## src/rtl/pc_sequencer.sv

```systemverilog
`default_nettype none
// ============================================================================
// Module   : pc_sequencer
// Brief    : Fetch-stage program counter with sequential advance, absolute
//            jump, relative branch and call/return through a circular
//            return-address stack. Sticky error flags for the control unit.
// Revision : 1.0 - initial release
// ============================================================================
module pc_sequencer #(
    parameter int               WIDTH      = 32,
    parameter int               STEP       = 4,
    parameter logic [WIDTH-1:0] RESET_ADDR = '0,
    parameter int               RAS_DEPTH  = 4
) (
    input  logic                             clk,
    input  logic                             clr_n,
    input  logic                             en,
    input  logic                             jmp,
    input  logic                             br,
    input  logic                             call,
    input  logic                             ret,
    input  logic [WIDTH-1:0]                 target,
    input  logic [WIDTH-1:0]                 offset,
    input  logic                             flag_clr,
    output logic [WIDTH-1:0]                 pc,
    output logic [WIDTH-1:0]                 pc_next,
    output logic [$clog2(RAS_DEPTH+1)-1:0]   ras_cnt,
    output logic                             ras_ovf,
    output logic                             ras_unf,
    output logic                             align_err
);

    localparam int               c_CW        = $clog2(RAS_DEPTH + 1);
    localparam int               c_PW        = $clog2(RAS_DEPTH);
    localparam logic [WIDTH-1:0] c_STEP      = WIDTH'(STEP);
    localparam logic [WIDTH-1:0] c_MASK      = WIDTH'(STEP - 1);
    localparam logic [c_CW-1:0]  c_FULL      = c_CW'(RAS_DEPTH);
    localparam logic [c_PW-1:0]  c_LAST_SLOT = c_PW'(RAS_DEPTH - 1);

    logic [WIDTH-1:0] r_pc;
    logic [WIDTH-1:0] r_ras [RAS_DEPTH];
    logic [c_PW-1:0]  r_sp;          // next slot to write; top of stack is r_sp-1
    logic [c_CW-1:0]  r_cnt;
    logic             r_ovf;
    logic             r_unf;
    logic             r_aln;

    logic [WIDTH-1:0] w_seq;
    logic [WIDTH-1:0] w_top;
    logic [WIDTH-1:0] w_dest;
    logic [WIDTH-1:0] w_next;
    logic [c_PW-1:0]  w_sp_inc;
    logic [c_PW-1:0]  w_sp_dec;
    logic             w_chk;
    logic             w_push;
    logic             w_pop;
    logic             w_set_ovf;
    logic             w_set_unf;
    logic             w_set_aln;

    // Circular pointer arithmetic; depth need not be a power of two.
    assign w_sp_inc = (r_sp == c_LAST_SLOT) ? '0 : r_sp + c_PW'(1);
    assign w_sp_dec = (r_sp == '0) ? c_LAST_SLOT : r_sp - c_PW'(1);
    assign w_seq    = r_pc + c_STEP;
    assign w_top    = r_ras[w_sp_dec];

    // Command decode in priority order ret > call > jmp > br > sequential.
    always_comb begin
        w_dest    = w_seq;
        w_chk     = 1'b0;
        w_push    = 1'b0;
        w_pop     = 1'b0;
        w_set_ovf = 1'b0;
        w_set_unf = 1'b0;
        if (ret) begin
            if (r_cnt != '0) begin
                w_pop  = 1'b1;
                w_dest = w_top;
            end else begin
                w_set_unf = 1'b1;
            end
        end else if (call) begin
            w_push    = 1'b1;
            w_set_ovf = (r_cnt == c_FULL);
            w_dest    = target;
            w_chk     = 1'b1;
        end else if (jmp) begin
            w_dest = target;
            w_chk  = 1'b1;
        end else if (br) begin
            w_dest = r_pc + offset;
            w_chk  = 1'b1;
        end
        // Returned addresses were pushed as pc+STEP and are already aligned.
        w_set_aln = w_chk & (|(w_dest & c_MASK));
        w_next    = w_chk ? (w_dest & ~c_MASK) : w_dest;
    end

    // PC, stack pointer and occupancy advance only on enabled edges.
    always_ff @(posedge clk or negedge clr_n) begin
        if (!clr_n) begin
            r_pc  <= RESET_ADDR;
            r_sp  <= '0;
            r_cnt <= '0;
        end else if (en) begin
            r_pc <= w_next;
            if (w_push) begin
                r_sp <= w_sp_inc;
                if (r_cnt != c_FULL) begin
                    r_cnt <= r_cnt + c_CW'(1);
                end
            end else if (w_pop) begin
                r_sp  <= w_sp_dec;
                r_cnt <= r_cnt - c_CW'(1);
            end
        end
    end

    // Stack storage; when full the write slot holds the oldest entry.
    always_ff @(posedge clk) begin
        if (clr_n && en && w_push) begin
            r_ras[r_sp] <= w_seq;
        end
    end

    // Sticky flags: enabled set beats flag_clr, which works regardless of en.
    always_ff @(posedge clk or negedge clr_n) begin
        if (!clr_n) begin
            r_ovf <= 1'b0;
            r_unf <= 1'b0;
            r_aln <= 1'b0;
        end else begin
            r_ovf <= (en & w_set_ovf) | (r_ovf & ~flag_clr);
            r_unf <= (en & w_set_unf) | (r_unf & ~flag_clr);
            r_aln <= (en & w_set_aln) | (r_aln & ~flag_clr);
        end
    end

    assign pc        = r_pc;
    assign pc_next   = w_next;
    assign ras_cnt   = r_cnt;
    assign ras_ovf   = r_ovf;
    assign ras_unf   = r_unf;
    assign align_err = r_aln;

endmodule
`default_nettype wire

```

## config.mk

```make
export PLATFORM = sky130hd
export DESIGN_NAME = pc_sequencer
export DESIGN_NICKNAME = d
export VERILOG_FILES = /design/src/rtl/pc_sequencer.sv
export SDC_FILE = /design/constraint.sdc
export NUM_CORES = 1
export LEC_CHECK = 0
export CAP_MARGIN = 20
export CORE_ASPECT_RATIO = 0.75
export CORE_MARGIN = 2
export CORE_UTILIZATION = 38
export DETAILED_ROUTE_END_ITERATION = 16
export DONT_BUFFER_PORTS = 1
export PLACE_DENSITY = 0.61
export REMOVE_ABC_BUFFERS = 1
export SLEW_MARGIN = 20
export SYNTH_ARGS = -nofsm -noshare
export SYNTH_HDL_FRONTEND = slang
export SYNTH_SLANG_ARGS = --single-unit
```

## constraint.sdc

```tcl
create_clock -name clk -period 4 [get_ports clk]
set_clock_uncertainty 0.1 [all_clocks]
set_input_delay 0.6 -clock clk [delete_from_list [all_inputs] [get_ports clk]]
set_output_delay 0.6 -clock clk [all_outputs]
set_load 0.02 [all_outputs]
```

; Yosys cells after proc, flatten, opt, wreduce, memory -nomap -nowiden
; Memories as Yosys holds them, arrays and structs flattened.
; Index checks and enable logic that the tools add are counted.
; W data, S select, Z words.
[word_totals]
mem_count = 1
mem_bits_rw = 128
input_bits = 72
out_inout_bits = 70
reg_bits = 40
[memory_table]
columns = memory, depth, word_bits, read_ports, rd_clocked_by_memory_dff, wr, line
row1 = r_ras, 4, 32, 1, 0, 1, 41  ; logic [WIDTH-1:0] r_ras [RAS_DEPTH];
[op_classes]
eq_ne = 4
n_bitwise = 11
addsub = 6
n_reduce_logical = 8
mux = 27
[op_table]
columns = operator, count
row1 = $mux W32, 5
row2 = $add A32 B3 Y32 const B, 1
row3 = $add A32 B32 Y32, 1
row4 = $mux W1, 14
row5 = $mux W2, 5
row6 = $mux W3, 3
row7 = $and A1 B1 Y1, 7
row8 = $add A3 B1 Y3 const B, 1
row9 = $eq A3 B3 Y1 const B, 1
row10 = $ne A3 B3 Y1 const B, 1
row11 = $or A1 B1 Y1, 3
row12 = $reduce_and A3 Y1, 1
row13 = $reduce_bool A3 Y1, 1
row14 = $sub A3 B1 Y3 const B, 1
row15 = $add A2 B1 Y2 const B, 1
row16 = $eq A2 B2 Y1 const B, 1
row17 = $logic_and A1 B1 Y1, 2
row18 = $logic_not A2 Y1, 1
row19 = $ne A2 B1 Y1 const B, 1
row20 = $reduce_and A2 Y1, 1
row21 = $reduce_bool A2 Y1, 1
row22 = $reduce_or A2 Y1, 1
row23 = $sub A2 B1 Y2 const B, 1
row24 = $not A1 Y1, 1

; Logic depth before layout (Yosys ltp)
; Gate-level depths: netlist of run 1.
[depth]
ltp_word = 9
depth_mapped = 12
mapped_depth_nobuf = 11

; Least setup slack after synthesis of run 1
; Ideal clock, no wire load.
[synth_timing]
kind = input to output
from = in offset[0]
to = out pc_next[28]
stages = 10
arrival_time_ns = 2.900
setup_slack_ns = 0.400
n_path_buf = 0
path_cell_list = ha_1 inv_1 fa_1 nand2b_1 a21oi_2 o21ai_2 a211oi_1 o2111ai_1 a211o_1 a32oi_1
[synth_between]
elab_chain_cells = 5
[synth_lines]
columns = item, line
row1 = start: declaration, 23  ; input logic [WIDTH-1:0] offset,
row2 = $add A32 B32 Y32, 91  ; w_dest = r_pc + offset;
row3 = $mux W32, 90  ; end else if (br) begin
row4 = $mux W32, 87  ; end else if (jmp) begin
row5 = $mux W32, 82  ; end else if (call) begin
row6 = $mux W32, 75  ; if (ret) begin
row7 = end: declaration, 26  ; output logic [WIDTH-1:0] pc_next,
; Every way passes these cells.

; Worst setup path in the final report of run 1
[layout_timing]
from = reg r_pc[2] (netlist: pc[2])
to = out pc_next[22]
[layout_between]
elab_chain_cells = 5
[layout_lines]
columns = item, line
row1 = start: declaration, 40  ; logic [WIDTH-1:0] r_pc;
row2 = start signal: assignment, 106  ; r_pc <= w_next;
row3 = $add A32 B3 Y32 (*), 64  ; assign w_seq = r_pc + c_STEP;
row4 = named net w_seq[22], 48  ; logic [WIDTH-1:0] w_seq;
row5 = $mux W32, 90
row6 = $mux W32, 87
row7 = $mux W32, 82
row8 = $mux W32 (*), 75
; Mark *: on every way through the listed nets, which the timed path passes. The rest lies on a longest branch.

==> results of run 1 <==
==> cell families (layout without fill, tap and decap cells) <==
kind of cell               Yosys count  after routing
buffers and inverters               84            142
AOI/OAI and AO/OA                  236            236
and+or+nand+nor                    275            275
other                                0              2
adders and majority gates           38             38
DFF                                168            168
xor gates and xnor gates            50             50
muxes                               67             67
==> state kept, by name, summed over array words and instances, names as in the netlist <==
name	cells
r_ras	128
ras_ovf	1
r_sp	2
ras_unf	1
align_err	1
pc	32
ras_cnt	3
==> cell usage after synthesis (all sizes together), types with 7 or more instances <==
| library cell | instances |
|---|---|
| xnor2 | 32 |
| and3 | 11 |
| buf | 14 |
| inv | 33 |
| ha | 36 |
| a31oi | 11 |
| a21o | 11 |
| dfrtp | 40 |
| o21ai | 53 |
| nand2b | 7 |
| nor2 | 76 |
| mux2 | 25 |
| mux4 | 32 |
| nand4 | 14 |
| nand3 | 22 |
| clkbuf | 36 |
| nor2b | 7 |
| o21bai | 7 |
| nand2 | 97 |
| mux2i | 10 |
| edfxtp | 128 |
| a211oi | 18 |
| xor2 | 18 |
| a21oi | 64 |
| nor3 | 18 |
==> per-stage QoR <==
stage,worst slack [ns],utilization (%),hold slack [ns]
after floorplan,-1.181,-,0.2044
after global placement,0.07774,41.72,0.2056
after detailed placement,0.03497,41.72,0.2056
after CTS,-0.02439,44.40,0.1213
after global routing,-0.01424,45.04,0.1205
final,0.1204,45.05,0.1285
==> final cells by class <==
| cell class | instances | area (µm²) |
|---|---|---|
| Inverter | 34 | 127.6 |
| Clock buffer | 17 | 425.4 |
| Fill cell | 2473 | 14310 |
| Clock inverter | 15 | 156.4 |
| Antenna cell | 2 | 5.005 |
| Sequential cell | 168 | 4851 |
| Multi-Input combinational cell | 666 | 5141 |
| Tap cell | 344 | 430.4 |
| Timing Repair Buffer | 76 | 593.1 |
==> worst paths after layout <==
kind | startpoint | endpoint
min | flag_clr | align_err
max reg2reg | pc[3] | pc[14]
max in group asynchronous | clr_n | pc[29]
min in group asynchronous | clr_n | pc[3]
max | pc[2] | pc_next[22]
min reg2reg | pc[1] | r_ras[0][1]
==> repair_timing <==
| item | 4_1_cts | 5_1_grt |
|---|---|---|
| endpoints found under the setup margin | 8 | 16 |
| hold endpoints to repair | 40 | 0 |
| setup buffers | 1 | 3 |
| hold buffers | 2 | 0 |
| pin swaps | 1 | 11 |
| gates resized for setup | 10 | 32 |
==> routing by layer <==
layer / part of all wire [%] / global-route usage [%] / up-vias
li1: - / - / 3567
met1: 44 / 35.60 / 4039
met2: 43 / 33.53 / 374
met3: 11 / 7.741 / 42
met4: 1.3 / 6.069 / 4
met5: 0.081 / 0 / -
==> where the power goes <==
group	total (mW)	internal [mW]	switching [mW]
clock	1.66	0.884	0.773
combinational	5.04	2.00	3.04
sequential	2.67	2.30	0.373
==> impl_metrics.csv, run 1 <==
group,metric,value,unit
route,vias,8026,
finish,layout-drive-gt1-share,22.23,%
yosys,synth_top_family_by_area,"compound AO/OA/AOI/OAI gates",
clock_network,cts_sinks,168,
setup_path,path_class,"reg2out",
floorplan,fp.dieArea,0.02788,mm²
route,dr.pass1.iters,5,
power,leakage,4.308,nW
floorplan,fp.dieW,192.2,µm
finish,layout_common_cells,"edfxtp_1 (128), nand2_1 (97), nor2_1 (75), buf_4 (74), a21oi_1 (59)",
power,cellPowerDensity,798.6,mW/mm²
finish,finalNonFillerCells,1322,
yosys,async_flop_share,23.81,%
grt,overflow,0,
yosys,yosys.area_share.simple,12.96,%
setup_path,r2r_slack,0.77,ns
yosys,synthXorXnorAreaFrac,4.340,%
setup_path,cp.buffers_inverters,1,
yosys,synthCells,918,
floorplan,dieHeight,145.1,µm
route,routedWlPerCell,25.33,µm
yosys,synth_cell_types,82,
grt,grt_pass1_vias,7586,
setup_path,cp-start-kind,"flip-flop",
placed_design,post_dp_cell_area,0.01086,mm²
route,drtIter0Drc,1074,
timing,fin_crit,3.880,ns
placed_design,dp.cells,1282,
outcome,outcome,"completed",
finish,final_common_cell,"edfxtp_1",
setup_path,cp_data_required_time,3.30,ns
floorplan,initial_core_util,38.75,%
setup_path,path_cells,"buf_4 > ha_1 > nand4_1 > or3_4 > nor3_2 > and3_1 > xor2_4 > nand2_1 > a32oi_4",
grt,grt_max_degree,59,
yosys,synth.area.top_cells,"edfxtp_1 (38%), dfrtp_1 (9.9%), mux4_2 (7.1%)",
clock_network,cts-root-buf,"clkbuf_16",
grt,grt.total_usage,23.99,%
placed_design,place_congestion,0.9431,
timing,worst_pin_slew,0.9040,ns
floorplan,io_pins,142,
clock_network,clk_latency,0.45,ns
yosys,yosysTopAreaCell,"edfxtp_1",
timing,fmax,0.2578,GHz
route,vias_per_cell,6.071,
yosys,yosys_most_used_dff,"edfxtp_1",
yosys,synthAdderAreaFrac,4.861,%
yosys,synth_compound_area_share,15.60,%
min_path,holdPathStages,1,
timing,relSlewSlack,39.10,%
setup_path,worst_setup_path_end_kind,"primary output",
yosys,synth_seq_area_share,48.02,%
finish,final_area,0.01173,mm²
flow_run,cap_viol_max_count,0,
placed_design,port_buffers,0,
floorplan,core_area,0.02604,mm²
grt,antenna_found_initial,4,
timing,maxSlewViolCount,0,
clock_network,cts_buffers,17,
grt,grt_pass1_wl,48930,µm
yosys,ys_seq_elements,168,
finish,nets,1073,
setup_path,cp_max_fo,6,
yosys,avgSynthCellArea,10.99,µm²
timing,setup_tns,0,ns
placed_design,dp_hpwl,23470,µm
clock_network,clockBufferDepth,2,
timing,setup_viol,0,
yosys,synthMuxAreaShare,10.93,%
setup_path,slowest_delay,0.44,ns
floorplan,rows,51,
yosys,synth_top_cell_area_share,38.10,%
power,ir_drop,454.7,µV
route,ant_nets,0,
route,totalWireLength,33480,µm
clock_network,clk_pin_slew,0.07,ns
setup_path,rr_worst_depth,10,
finish,areaGrowthSynthToFinish,16.26,%
route,drc,0,
min_path,hp-class,"in2reg",
setup_path,cp.arrival,3.18,ns
clock_network,cts_max_level,4,
yosys,synth-edff-count,128,
yosys,yosysWarnings,0,
timing,hold_viol_final,0,
yosys,synth_area,0.01009,mm²
setup_path,cpMaxStageDelayCell,"dfrtp_2",
setup_path,path_depth,9,
clock_network,cts_tree,"built",
setup_path,cpLargestDelayFamily,"simple AND/OR/NAND/NOR gates",
power,power,9.367,mW
timing,min_period_over_period,96.99,%
No activity file was read; power rests on OpenSTA's default activity.
==> run 2: changes to the inputs <==
--- a/config.mk
+++ b/config.mk
@@ -9,9 +9,11 @@
 export CORE_ASPECT_RATIO = 0.75
 export CORE_MARGIN = 2
 export CORE_UTILIZATION = 38
+export CTS_CLUSTER_SIZE = 40
 export DETAILED_ROUTE_END_ITERATION = 16
 export DONT_BUFFER_PORTS = 1
-export PLACE_DENSITY = 0.61
+export GPL_TIMING_DRIVEN = 0
+export PLACE_DENSITY = 0.63
 export REMOVE_ABC_BUFFERS = 1
 export SLEW_MARGIN = 20
 export SYNTH_ARGS = -nofsm -noshare
==> constraint.sdc (replaced) <==
create_clock -name clk -period 3.2 [get_ports clk]
set_clock_uncertainty 0.1 [all_clocks]
set_input_delay 0.48 -clock clk [delete_from_list [all_inputs] [get_ports clk]]
set_output_delay 0.48 -clock clk [all_outputs]
set_load 0.02 [all_outputs]
==> run 2 against run 1 <==
Compared with the run above: global-route usage is 0.10 points lower; final cell count shrank 1.4%; non-clock buffer count decreased by 17; the flow now finishes with violations (negative setup slack); clock-buffer cell count is 3 higher; critical endpoint is now pc_next[28].
==> impl_metrics.csv, run 2 (synthesis results as in run 1) <==
group,metric,value,unit
outcome,outcome,"finished, violations left",
outcome,violations,"negative setup slack",
finish,largest_reg_flops,128,
timing,min_period_over_period,117.0,%
grt,overflow,0,
placed_design,place_ws,-1.042,ns
finish,final_common_cell,"edfxtp_1",
setup_path,cp-start-kind,"flip-flop",
clock_network,cts-root-buf,"clkbuf_16",
power,cellPowerDensity,1021,mW/mm²
route,vias,8058,
grt,grt.total_usage,23.89,%
route,routedWlPerCell,25.82,µm
clock_network,clk_latency,0.44,ns
min_path,hp-class,"in2reg",
placed_design,dp_hpwl,22480,µm
clock_network,clk_pin_slew,0.06,ns
floorplan,dieHeight,145.1,µm
timing,hold_viol_final,0,
timing,fmax,0.2671,GHz
setup_path,cp_data_required_time,2.62,ns
placed_design,port_buffers,0,
timing,setup_ws,-0.5439,ns
finish,nets,1056,
floorplan,rows,51,
setup_path,path_cells,"ha_4 > inv_2 > fa_2 > nand2b_4 > a21oi_4 > o21ai_4 > a211oi_4 > o2111ai_2 > a211o_1 > a32oi_4",
setup_path,path_class,"reg2out",
flow_run,cap_viol_max_count,0,
route,dr.pass1.iters,5,
power,power,13.18,mW
finish,areaGrowthSynthToFinish,27.93,%
timing,rsz0062_at_grt,"true",
route,ant_nets,0,
clock_network,cts_tree,"built",
route,drtIter0Drc,725,
setup_path,slowest_delay,0.48,ns
timing,relSlewSlack,19.33,%
floorplan,fp.dieW,192.2,µm
finish,regMostFlops,"r_ras",
floorplan,io_pins,142,
power,leakage,4.535,nW
setup_path,cp_max_fo,6,
setup_path,cpLargestDelayFamily,"compound AO/OA/AOI/OAI gates",
setup_path,cp.buffers_inverters,1,
clock_network,cts_buffers,17,
grt,antenna_found_initial,1,
floorplan,initial_core_util,38.75,%
timing,timing.hold.ws,0.02513,ns
grt,grt_max_degree,59,
clock_network,cts_max_level,4,
finish,n_fill_cell,2242,
route,vias_per_cell,6.179,
setup_path,cp.arrival,3.16,ns
finish,final_util,49.58,%
clock_network,cts_sinks,168,
timing,setup_viol,29,
placed_design,place_congestion,0.9125,
timing,fin_crit,3.744,ns
route,totalWireLength,33660,µm
floorplan,fp.dieArea,0.02788,mm²
finish,layout_common_cells,"edfxtp_1 (128), nand2_1 (88), nor2_1 (72), a21oi_1 (47), buf_4 (38)",
finish,layout-drive-gt1-share,35.25,%
setup_path,cpMaxStageDelayCell,"dfrtp_2",
grt,grt_pass1_vias,7823,
timing,maxSlewViolCount,0,
timing,worst_pin_slew,1.206,ns
clock_network,clockBufferDepth,2,
route,drc,0,
setup_path,worst_setup_path_end_kind,"primary output",
floorplan,core_area,0.02604,mm²
grt,grt_pass1_wl,49080,µm
power,ir_drop,521.3,µV
run 2: worst reg2reg max path, delay by kind of cell (launching register included):
kind	cells	cell delay (ns)
flops	1	0.53
buf+inv	1	0.14
compound gates	6	1.32
simple gates	1	0.36
mux	1	0.28
fa+ha+maj	1	0.29
run 2: repair_timing:
item / in CTS / in global routing
hold buffers: 2 / 0
pin swaps: 57 / 54
setup endpoints to repair: 49 / 34
buffers inserted: 27 / 20
resized for setup: 184 / 65
gates cloned: 0 / 0
hold endpoints to repair: 40 / 0
run 2: power by group:
part | leakage [nW] | total, mW | internal [mW] | switching (mW)
Combinational | 2.59 | 6.96 | 3.08 | 3.88
Clock | 0.333 | 2.41 | 1.54 | 0.863
Sequential | 1.61 | 3.81 | 2.90 | 0.915
run 2: worst paths after layout:
check	from	end	slack, ns	cells after the start
setup / recovery	pc[0]	pc_next[28]	-0.54	10
hold / removal	flag_clr	align_err	0.03	1
min in group asynchronous	clr_n	pc[2]	0.48	2
hold reg to reg	align_err	align_err	0.53	2
setup reg to reg	pc[5]	pc[14]	0.06	10
max in group asynchronous	clr_n	pc[25]	2.27	2
run 2: stage by stage:
step / setup TNS [ns] / instance area, µm² / std cells
2_1_floorplan: -99.33 / 9884 / 868
3_3_place_gp: -211.54 / 10310 / 1212
3_5_place_dp: -16.55 / 10570 / 1223
4_1_cts: -9.633 / 12400 / 1284
5_1_grt: -12.72 / 12900 / 1303
6_report: -9.705 / 12910 / 1304
run 2: area by class of cell:
type	instances	area [µm²]	area share, %
antenna	1	2.502	0.01939
clock buffer	20	436.7	3.383
clock inverter	12	246.5	1.910
inverter	34	132.6	1.028
multi-input combinational	666	6137	47.55
sequential	168	4880	37.81
tap	344	430.4	3.335
timing repair buffer	59	641.9	4.973
run 2: layer usage:
| metal | global-route usage (%) | vias up | share of wire, % |
|---|---|---|---|
| li1 | - | 3541 | - |
| met3 | 6.652 | 42 | 9.7 |
| met1 | 34.11 | 4090 | 44 |
| met4 | 6.107 | 2 | 1.7 |
| met2 | 35.68 | 383 | 45 |
| met5 | 0 | - | 0.048 |
